**src/rtl/axi_lite_master_bridge.sv**
```systemverilog
// Initiator-side AXI4-Lite bridge: turns a single-outstanding req/gnt/rvalid port into
// AXI4-Lite AW/W/B and AR/R transactions, one transaction in flight at a time.
module axi_lite_master_bridge #(
  parameter int unsigned AXI_ADDR_WIDTH = 64,
  parameter int unsigned AXI_DATA_WIDTH = 64,
  parameter int unsigned AXI_ID_WIDTH   = 10,
  parameter logic [AXI_ID_WIDTH-1:0] AXI_ID = '0,
  parameter type axi_lite_req_t = struct packed {
    struct packed {
      logic [AXI_ID_WIDTH-1:0]   id;
      logic [AXI_ADDR_WIDTH-1:0] addr;
      logic [7:0]                len;
      logic [2:0]                prot;
    } aw;
    logic aw_valid;
    struct packed {
      logic [AXI_DATA_WIDTH-1:0]   data;
      logic [AXI_DATA_WIDTH/8-1:0] strb;
      logic                        last;
    } w;
    logic w_valid;
    logic b_ready;
    struct packed {
      logic [AXI_ID_WIDTH-1:0]   id;
      logic [AXI_ADDR_WIDTH-1:0] addr;
      logic [7:0]                len;
      logic [2:0]                prot;
    } ar;
    logic ar_valid;
    logic r_ready;
  },
  parameter type axi_lite_resp_t = struct packed {
    logic aw_ready;
    logic w_ready;
    logic b_valid;
    struct packed {
      logic [AXI_ID_WIDTH-1:0] id;
      logic [1:0]              resp;
    } b;
    logic ar_ready;
    logic r_valid;
    struct packed {
      logic [AXI_ID_WIDTH-1:0]   id;
      logic [AXI_DATA_WIDTH-1:0] data;
      logic [1:0]                resp;
    } r;
  }
) (
  input  logic                        clk_i,
  input  logic                        rst_ni,
  input  logic                        req_i,
  output logic                        gnt_o,
  input  logic [AXI_ADDR_WIDTH-1:0]   addr_i,
  input  logic                        we_i,
  input  logic [AXI_DATA_WIDTH-1:0]   wdata_i,
  input  logic [AXI_DATA_WIDTH/8-1:0] be_i,
  output logic                        rvalid_o,
  output logic [AXI_DATA_WIDTH-1:0]   rdata_o,
  output logic                        err_o,
  output axi_lite_req_t               axi_req_o,
  input  axi_lite_resp_t              axi_resp_i
);

  typedef enum logic [2:0] {StIdle, StWrite, StWriteB, StRead, StReadR} state_e;

  state_e                      r_state, w_state_d;
  logic [AXI_ADDR_WIDTH-1:0]   r_addr;
  logic [AXI_DATA_WIDTH-1:0]   r_wdata;
  logic [AXI_DATA_WIDTH/8-1:0] r_be;
  logic [AXI_DATA_WIDTH-1:0]   r_rdata;
  logic                        r_aw_done, r_w_done, r_rvalid, r_err;
  logic                        w_aw_done_d, w_w_done_d;
  logic                        w_b_fire, w_r_fire, w_grant;

  // Ids are ignored: only one transaction is ever in flight.
  logic w_unused_ids;
  assign w_unused_ids = ^{axi_resp_i.b.id, axi_resp_i.r.id};

  assign w_grant  = gnt_o;
  assign w_b_fire = (r_state == StWriteB) && axi_resp_i.b_valid;
  assign w_r_fire = (r_state == StReadR) && axi_resp_i.r_valid;

  always_comb begin
    axi_req_o          = '0;
    axi_req_o.aw.id    = AXI_ID;
    axi_req_o.aw.addr  = r_addr;
    axi_req_o.ar.id    = AXI_ID;
    axi_req_o.ar.addr  = r_addr;
    axi_req_o.w.data   = r_wdata;
    axi_req_o.w.strb   = r_be;
    axi_req_o.w.last   = 1'b1;
    gnt_o              = 1'b0;
    w_state_d          = r_state;
    w_aw_done_d        = r_aw_done;
    w_w_done_d         = r_w_done;

    unique case (r_state)
      StIdle: begin
        // Gated with reset so a request is never told it was granted while held in reset.
        gnt_o = req_i & rst_ni;
        if (req_i) w_state_d = we_i ? StWrite : StRead;
      end
      StWrite: begin
        axi_req_o.aw_valid = !r_aw_done;
        axi_req_o.w_valid  = !r_w_done;
        w_aw_done_d        = r_aw_done | axi_resp_i.aw_ready;
        w_w_done_d         = r_w_done | axi_resp_i.w_ready;
        if (w_aw_done_d && w_w_done_d) begin
          w_state_d   = StWriteB;
          w_aw_done_d = 1'b0;
          w_w_done_d  = 1'b0;
        end
      end
      StWriteB: begin
        axi_req_o.b_ready = 1'b1;
        if (axi_resp_i.b_valid) w_state_d = StIdle;
      end
      StRead: begin
        axi_req_o.ar_valid = 1'b1;
        if (axi_resp_i.ar_ready) w_state_d = StReadR;
      end
      StReadR: begin
        axi_req_o.r_ready = 1'b1;
        if (axi_resp_i.r_valid) w_state_d = StIdle;
      end
      default: w_state_d = StIdle;
    endcase
  end

  always_ff @(posedge clk_i or negedge rst_ni) begin
    if (!rst_ni) begin
      r_state   <= StIdle;
      r_addr    <= '0;
      r_wdata   <= '0;
      r_be      <= '0;
      r_rdata   <= '0;
      r_aw_done <= 1'b0;
      r_w_done  <= 1'b0;
      r_rvalid  <= 1'b0;
      r_err     <= 1'b0;
    end else begin
      r_state   <= w_state_d;
      r_aw_done <= w_aw_done_d;
      r_w_done  <= w_w_done_d;
      r_rvalid  <= w_b_fire | w_r_fire;
      if (w_grant) begin
        r_addr  <= addr_i;
        r_wdata <= wdata_i;
        r_be    <= be_i;
      end
      if (w_b_fire) r_err <= (axi_resp_i.b.resp != 2'b00);
      if (w_r_fire) begin
        r_err   <= (axi_resp_i.r.resp != 2'b00);
        r_rdata <= axi_resp_i.r.data;
      end
    end
  end

  assign rvalid_o = r_rvalid;
  assign rdata_o  = r_rdata;
  assign err_o    = r_err;

endmodule

```
**config.mk**
```make
export PLATFORM = sky130hd
export DESIGN_NAME = axi_lite_master_bridge
export DESIGN_NICKNAME = d
export VERILOG_FILES = /design/src/rtl/axi_lite_master_bridge.sv
export SDC_FILE = /design/constraint.sdc
export NUM_CORES = 1
export LEC_CHECK = 0
export CAP_MARGIN = 40
export CORE_AREA = 2 2 210 212
export CTS_BUF_LIST = sky130_fd_sc_hd__clkbuf_2
export DETAILED_ROUTE_END_ITERATION = 10
export DIE_AREA = 0 0 212 214
export GPL_TIMING_DRIVEN = 0
export HOLD_SLACK_MARGIN = 0.05
export RECOVER_POWER = 25
export SLEW_MARGIN = 40
export SYNTH_ARGS = -nofsm -noshare
export SYNTH_HDL_FRONTEND = slang
export SYNTH_SLANG_ARGS = --single-unit
```
**constraint.sdc**
```tcl
create_clock -name clk_i -period 2.1 [get_ports clk_i]
set_input_delay 0.525 -clock clk_i [delete_from_list [all_inputs] [get_ports clk_i]]
set_output_delay 0.525 -clock clk_i [all_outputs]
set_load 0.01 [all_outputs]
```
### Word-level counts from Yosys, hierarchy flattened

Cells that the tools add are included.
W data, S select, Z words.

| word-level totals | value |
|---|---|
| register bits | 207 |
| latch bits | 0 |
| memory bits (writable) | 0 |
| ROM bits | 0 |
| logic and storage cells | 49 |
| memories kept | 0 |

| operators by class | value |
|---|---|
| add/sub/neg operators | 0 |
| multiply operators | 0 |
| divide/modulo/power cells | 0 |
| order comparisons | 0 |
| equality and inequality tests | 9 |
| shift operators | 0 |
| mux-type cells | 17 |
| bitwise operators | 4 |
| reduce and logical (&&, ||, !) cells | 10 |

Operator list:

| cell | count |
|---|---|
| $mux W3 | 5 |
| $pmux W3 S5 | 1 |
| $mux W1 | 10 |
| $ne A2 B2 Y1 const B | 5 |
| $eq A3 B2 Y1 const B | 2 |
| $reduce_bool A2 Y1 | 3 |
| $reduce_and A5 Y1 | 1 |
| $eq A3 B1 Y1 const B | 1 |
| $eq A3 B3 Y1 const B | 1 |
| $logic_and A1 B1 Y1 | 3 |
| $logic_not A3 Y1 | 1 |
| $or A1 B1 Y1 | 3 |
| $logic_not A1 Y1 | 2 |
| $mux W2 | 1 |
| $and A1 B1 Y1 | 1 |

### Depth between registers and ports, before layout

Gate-level depths: netlist of run 1.

| depth | value |
|---|---|
| depth after elaboration | 4 |
| mapped depth | 6 |
| gate-level depth less buffers | 3 |

### Least setup slack after synthesis of run 1

Ideal clock, no wire load.

| timing path | value |
|---|---|
| kind | input-to-output |
| from | input req_i |
| to | output gnt_o |
| arrival | 1.187 ns |
| data required time | 1.575 ns |
| slack | 0.388 ns |
| cell stages on the path | 5 |
| buffers on the path | 2 |
| path through | nor2b_1 > nand3_1 > buf_2 > buf_4 > inv_1 |

| between the ends | value |
|---|---|
| word-level cells in the longest chain between the ends | 2 |

RTL lines:

| item | RTL line | RTL |
|---|---|---|
| from (decl) | 51 | `input logic req_i,` |
| $and A1 B1 Y1 | 100 | `gnt_o = req_i & rst_ni;` |
| $mux W1 | 97 | `unique case (r_state)` |
| to (decl) | 52 | `output logic gnt_o,` |

No other way between the ends.

### Worst setup path in the final report of run 1

| timing path | value |
|---|---|
| from | input rst_ni |
| to | output gnt_o |

| between the ends | value |
|---|---|
| word-level cells in the longest chain between the ends | 2 |

RTL lines:

| item | RTL line | RTL |
|---|---|---|
| from (decl) | 50 | `input logic rst_ni,` |
| $and A1 B1 Y1 | 100 |  |
| $mux W1 | 97 |  |

No other way between the ends.

==> results of run 1 <==
==> worst max path at each step <==
stage / startpoint / end / slack (ns) / depth (start not counted)
2_1_floorplan: req_i / gnt_o / 0.39 / 5
5_1_grt: r_state[2] / axi_req_o[88] / -0.53 / 4
3_5_place_dp: rst_ni / gnt_o / -1.33 / 8
4_1_cts: r_state[0] / gnt_o / -0.54 / 5
6_report: rst_ni / gnt_o / -0.38 / 10
3_3_place_gp: rst_ni / gnt_o / -9.99 / 6
==> flip-flops by register name (all words and copies together) (netlist names), 3 cells and up <==
name     flops
rdata_o     64
r_state      3
r_be         8
r_wdata     64
r_addr      64
==> cells by family after synthesis <==
kind of cell	count (synthesis)	synth area share, %
DFF	207	58.94
other	2	0.08545
buffers and inverters	133	11.75
and+or+nand+nor	24	1.552
AOI/OAI and AO/OA	11	0.8969
muxes	200	26.78
==> routing by layer <==
metal,vias up,wire [µm],track usage [%]
met3,77,2824,4.955
li1,3427,-,-
met5,-,0,0
met4,0,1196,5.869
met2,342,16900,25.06
met1,3585,11720,13.98
==> synthesized netlist by cell type <==
| cell | n | area [µm²] |
|---|---|---|
| buf_4 | 124 | 930.9 |
| and4bb_2 | 1 | 12.51 |
| nor2_1 | 9 | 33.78 |
| nor3_1 | 1 | 5.000 |
| and3b_1 | 1 | 8.760 |
| a221o_1 | 1 | 10.01 |
| buf_12 | 4 | 80.08 |
| nand2b_1 | 1 | 6.260 |
| conb_1 | 2 | 7.510 |
| and4bb_4 | 1 | 16.27 |
| a2bb2oi_1 | 1 | 8.760 |
| o21a_1 | 1 | 7.510 |
| mux2_2 | 37 | 416.7 |
| mux2_4 | 27 | 405.4 |
| a221oi_2 | 1 | 15.01 |
| buf_2 | 2 | 10.01 |
| or2_1 | 1 | 6.260 |
| nor3b_1 | 1 | 7.510 |
| dfrtp_1 | 207 | 5180 |
| nand3_1 | 1 | 5.000 |
| mux2_1 | 136 | 1531 |
| nor2b_1 | 1 | 6.260 |
| or2_2 | 1 | 6.260 |
| o22ai_1 | 2 | 12.51 |
| inv_1 | 3 | 11.26 |
| nand3b_1 | 1 | 7.510 |
| a21oi_1 | 5 | 25.02 |
| nand2_1 | 4 | 15.01 |
==> repair_timing <==
action | in CTS | in global routing
hold buffers | 99 | 11
endpoints found under the setup margin | 272 | 282
cloned | 0 | 2
hold endpoints to repair | 304 | 140
pin swaps | 5 | 3
gates resized for setup | 1376 | 54
buffers inserted | 121 | 44
==> power breakdown <==
part,switching [mW],leakage [nW],internal [mW]
Combinational,4.60,5.17,7.76
Sequential,1.42,2.52,5.91
Clock,1.80,0.414,1.24
Total,7.82,8.10,14.9
==> cells in the final DEF, fill, tap and decap left out, drive strengths merged, types with 2 or more instances in the layout <==
cell type      count
diode              3
clkdlybuf4s50    211
o22ai              2
or2                2
buf              490
and4bb             2
dlygate4sd3      101
clkbuf            93
inv                3
clkinv            16
conb              43
dfrtp            207
mux2             200
a21oi              5
nor2               9
nand2              4
==> final cells by class <==
class | instances | area (µm²)
clock buffers | 88 | 440.4
inverters | 3 | 13.76
repair buffers | 737 | 7077
fillers | 4144 | 25910
clock inverters | 17 | 95.09
well taps | 585 | 732.0
flip-flops and latches | 207 | 5186
multi-input cells | 278 | 2803
diodes | 3 | 7.507
plain buffers | 72 | 621.8
==> worst reg2reg max path, stage by stage (launching register included) <==
cell     delay [ns]
dfrtp_2        0.46
nor2_4         0.17
nand3_4        0.16
buf_4          0.24
buf_4          0.21
buf_4          0.20
mux2_1         0.33
==> run_results.csv, run 1 <==
group,metric,value,unit
critical_path,critPathSlowestCell,"clkbuf_1",
floorplan,core-area,42890,µm²
power_and_ir_drop,leakagePower,8.099,nW
global_routing,first_global_vias,8194,
synthesis,ys_types,28,
floorplan,die_area,45370,µm²
outcome,violations,"setup timing",
routing,wl,32640,µm
outcome,outcome,"complete, but fails checks",
synthesis,ys_seq_area_share,58.94,%
final_layout,final_area,16980,µm²
global_routing,grt_pass1_wl,47570,µm
critical_path,path_cells,"clkbuf_1 -> buf_12 -> buf_12 -> buf_12 -> clkbuf_1 -> clkbuf_1 -> buf_16 -> nand3_4 -> inv_4 -> buf_6",
placement,dpl_cell_area,14610,µm²
timing,finClkSkew,0.07218,ns
clock_tree,cts_made_buffers,57,
critical_path,setup.worst_path.start_class,"primary input",
clock_tree,cts_root_buffer,"clkbuf_2",
routing,dr.first_iter.drc_count,105,
timing,drv_slew,0,
placement,portBuffers,484,
critical_path,critPathArrivalTime,1.95,ns
routing,via_count,7431,
placement,place_inst,1690,
timing,hold_violations,0,
timing,worst_slew_pin_slew,1.327,ns
critical_path,path_buf_inv,9,
synthesis,yosysWarnings,0,
routing,ant_nets,0,
floorplan,top_level_ports,548,
timing,fin_ws,-0.3788,ns
critical_path,required,1.57,ns
timing,finalSetupViolCount,36,
clock_tree,clk_pin_slew,0.09,ns
synthesis,synth.avg_cell_area,15.23,µm²
timing,slew-limit-headroom,11.38,%
power_and_ir_drop,ir_drop,545.5,µV
placement,pre_cts_ws,-1.327,ns
floorplan,die_h,214,µm
worst_hold_path,hold_path.startpoint,"axi_resp_i[65]",
clock_tree,clock-sinks,207,
routing,post_drt_wl_per_cell,16.40,µm
critical_path,r2r.worst_path.cells,6,
final_layout,finalNetCount,1589,
final_layout,drive_gt1_share,47.86,%
timing,fin_hold_ws,0.2204,ns
critical_path,critPathMaxFanout,3,
final_layout,final_core_util,39.58,%
floorplan,fp-row-count,76,
clock_tree,h-tree-depth,2,
routing,drtPass1Iterations,4,
final_layout,synthToLayoutAreaGrowth,93.17,%
critical_path,path_class,"primary input to output pin",
final_layout,finalNonFillerCells,1990,
timing,min_period_over_period,118.0,%
power_and_ir_drop,p_total,22.72,mW
critical_path,rrSetupSlack,0.16,ns
global_routing,grt_overflow_total,0,
routing,post-route-drc-count,0,
critical_path,critPathTopFamily,"buffers and inverters",
clock_tree,insertion_delay,0.92,ns
worst_hold_path,hold_class,"primary input to flip-flop",
critical_path,rr_startpoint,"r_state[2]",
global_routing,grt_max_degree,70,
clock_tree,cts_tree,"yes",
critical_path,r2r_end,"r_addr[23]",
timing,period_minus_slack,2.479,ns
global_routing,gr-usage-all-layers,13.74,%
synthesis,syn_area,8788,µm²
placement,gp_congestion,0.7728,
critical_path,slowest_delay,0.35,ns
critical_path,end_kind,"output pin",
clock_tree,cts_buffer_depth,3,
timing,rsz0062_at_grt,"yes",
timing,setup_tns,-3.260,ns
global_routing,antenna_found_initial,2,
worst_hold_path,min_to,"rdata_o[63]",
synthesis,synth_cells,577,
timing,max_freq,0.4034,GHz
run,cap_viol_max_count,0,
routing,via_per_inst,3.734,
floorplan,start_util,20.49,%
power_and_ir_drop,powerDensity,1338,nW/µm²
placement,dp_hpwl,22470,µm
synthesis,ys_ff_latch,207,
floorplan,fp.dieW,212,µm
worst_hold_path,hold_path_depth,2,
Power figures use the tool's default switching activity.
==> run 2, diff against run 1 <==
--- a/config.mk
+++ b/config.mk
@@ -6,12 +6,15 @@
 export NUM_CORES = 1
 export LEC_CHECK = 0
 export CAP_MARGIN = 40
-export CORE_AREA = 2 2 210 212
+export CELL_PAD_IN_SITES_DETAIL_PLACEMENT = 0
+export CELL_PAD_IN_SITES_GLOBAL_PLACEMENT = 1
+export CORE_AREA = 2 2 211 213
 export CTS_BUF_LIST = sky130_fd_sc_hd__clkbuf_2
 export DETAILED_ROUTE_END_ITERATION = 10
-export DIE_AREA = 0 0 212 214
+export DIE_AREA = 0 0 213 215
 export GPL_TIMING_DRIVEN = 0
 export HOLD_SLACK_MARGIN = 0.05
+export PLACE_DENSITY_LB_ADDON = 0.1
 export RECOVER_POWER = 25
 export SLEW_MARGIN = 40
 export SYNTH_ARGS = -nofsm -noshare
==> run_results.csv, run 2 (same netlist as run 1, synthesis figures left out) <==
group,metric,value,unit
timing,hold_violations,0,
global_routing,grt_max_degree,65,
final_layout,final_cell_mix,"279 x buf_6, 211 x clkdlybuf4s50_1, 201 x dfrtp_1",
final_layout,finalNetCount,1530,
floorplan,top_level_ports,548,
clock_tree,cts_made_buffers,67,
final_layout,final_area,16520,µm²
clock_tree,h-tree-depth,3,
final_layout,synthToLayoutAreaGrowth,88.00,%
power_and_ir_drop,ir_drop,475.3,µV
clock_tree,cts_tree,"yes",
routing,wl,34500,µm
clock_tree,cts_buffer_depth,3,
power_and_ir_drop,p_total,22.88,mW
critical_path,critPathSlowestCell,"clkbuf_1",
global_routing,grt_pass1_wl,49550,µm
critical_path,critPathArrivalTime,1.90,ns
final_layout,n_fill_cell,4391,
clock_tree,clock-sinks,207,
timing,fin_hold_ws,0.2057,ns
timing,fin_ws,-0.3283,ns
clock_tree,insertion_delay,0.90,ns
timing,finalSetupViolCount,13,
floorplan,die_area,45800,µm²
final_layout,final_common_cell,"buf_6",
timing,period_minus_slack,2.428,ns
final_layout,regArea,5187,µm²
outcome,violations,"setup timing",
global_routing,antenna_found_initial,7,
timing,worst_slew_pin_slew,0.8821,ns
timing,slew-limit-headroom,41.19,%
run,cap_viol_max_count,0,
routing,drtPass1Iterations,4,
critical_path,required,1.57,ns
critical_path,startpoint,"rst_ni",
floorplan,die_h,215,µm
critical_path,setup.worst_path.start_class,"primary input",
timing,min_period_over_period,115.6,%
critical_path,path_class,"primary input to output pin",
routing,post_drt_wl_per_cell,17.74,µm
floorplan,core-area,43640,µm²
routing,dr.first_iter.drc_count,133,
critical_path,critPathMaxFanout,3,
critical_path,end_kind,"output pin",
timing,max_freq,0.4118,GHz
final_layout,drive_gt1_share,49.18,%
timing,rsz0062_at_grt,"yes",
final_layout,final_core_util,37.86,%
routing,via_count,7113,
power_and_ir_drop,powerDensity,1385,nW/µm²
critical_path,cp_common_cell,"buf_16",
outcome,outcome,"complete, but fails checks",
routing,via_per_inst,3.659,
routing,post-route-drc-count,0,
placement,pre_cts_ws,-1.375,ns
critical_path,rr_startpoint,"r_state[0]",
final_layout,multi_input_area,2790,µm²
timing,drv_slew,0,
routing,ant_nets,0,
worst_hold_path,hold_class,"primary input to flip-flop",
worst_hold_path,hold_path_depth,2,
placement,dpl_cell_area,14620,µm²
global_routing,first_global_vias,7857,
timing,setup_tns,-1.641,ns
critical_path,endpoint,"gnt_o",
critical_path,r2r_end,"rdata_o[40]",
timing,finClkSkew,0.03391,ns
global_routing,grt_overflow_total,0,
critical_path,rrSetupSlack,0.29,ns
floorplan,start_util,20.14,%
global_routing,gr-usage-all-layers,14.63,%
placement,portBuffers,484,
critical_path,path_cells,"clkbuf_1 -> buf_16 -> clkbuf_1 -> buf_16 -> buf_16 -> buf_16 -> nand3_4 -> inv_2 -> buf_6",
power_and_ir_drop,leakagePower,7.871,nW
clock_tree,cts_root_buffer,"clkbuf_2",
placement,place_inst,1697,
critical_path,r2r.worst_path.cells,6,
critical_path,slowest_delay,0.35,ns
clock_tree,clk_pin_slew,0.10,ns
floorplan,fp.dieW,213,µm
final_layout,finalNonFillerCells,1944,
floorplan,fp-row-count,77,
placement,dp_hpwl,24530,µm
placement,gp_congestion,0.7246,
## run 2: cell count changes in the layout (fill, tap and decap cells not counted), moves of 3 or more
cell,delta
clkbuf_2,+10
buf_16,+3
inv_2,+6
dlygate4sd3_1,-49
buf_12,-4
buf_6,+23
buf_2,-19
diode_2,+5
buf_4,-26
## run 2: critical path, delay by kind of cell
kind          cells  cell delay (ns)
buf+inv           8             1.25
simple gates      1             0.11
## run 2: power breakdown
group          leakage (nW)  switching (mW)  internal (mW)
logic                  4.89            4.59           7.68
clock network         0.461            1.95           1.34
registers              2.52            1.40           5.92
total                  7.87            7.95           14.9
## run 2: timing repair
item | CTS | global route
setup endpoints to repair | 272 | 261
hold buffers | 51 | 11
pin swaps | 5 | 4
setup buffers | 115 | 41
endpoints found under the hold margin | 254 | 129
resized for setup | 1438 | 70
cloned | 1 | 1
## run 2: routing by layer
layer  vias to the layer above  wire length, µm  track usage (%)  share of wire, %
met5                         -               40                0              0.12
met4                         6              564            4.545               1.6
met3                        50             4165            8.140                12
met2                       341            17350            25.23                50
met1                      3396            12380            14.96                36
li1                       3320                -                -                 -
## run 2: area by class of cell
cell class,instances,area share [%]
Antenna cell,8,0.1212
Buffer,81,4.377
Clock buffer,95,2.878
Clock inverter,21,0.6588
Inverter,3,0.06816
Multi-Input combinational cell,278,16.89
Sequential cell,207,31.40
Tap cell,592,4.483
Timing Repair Buffer,659,39.13
## run 2: how the worst min path moves through the flow
stage                    from          end
3_5_place_dp           rst_ni   r_addr[52]
5_1_grt             addr_i[8]    r_addr[8]
3_3_place_gp       rdata_o[5]   rdata_o[5]
4_1_cts                rst_ni  r_wdata[34]
2_1_floorplan          rst_ni        err_o
6_report       axi_resp_i[30]  rdata_o[28]
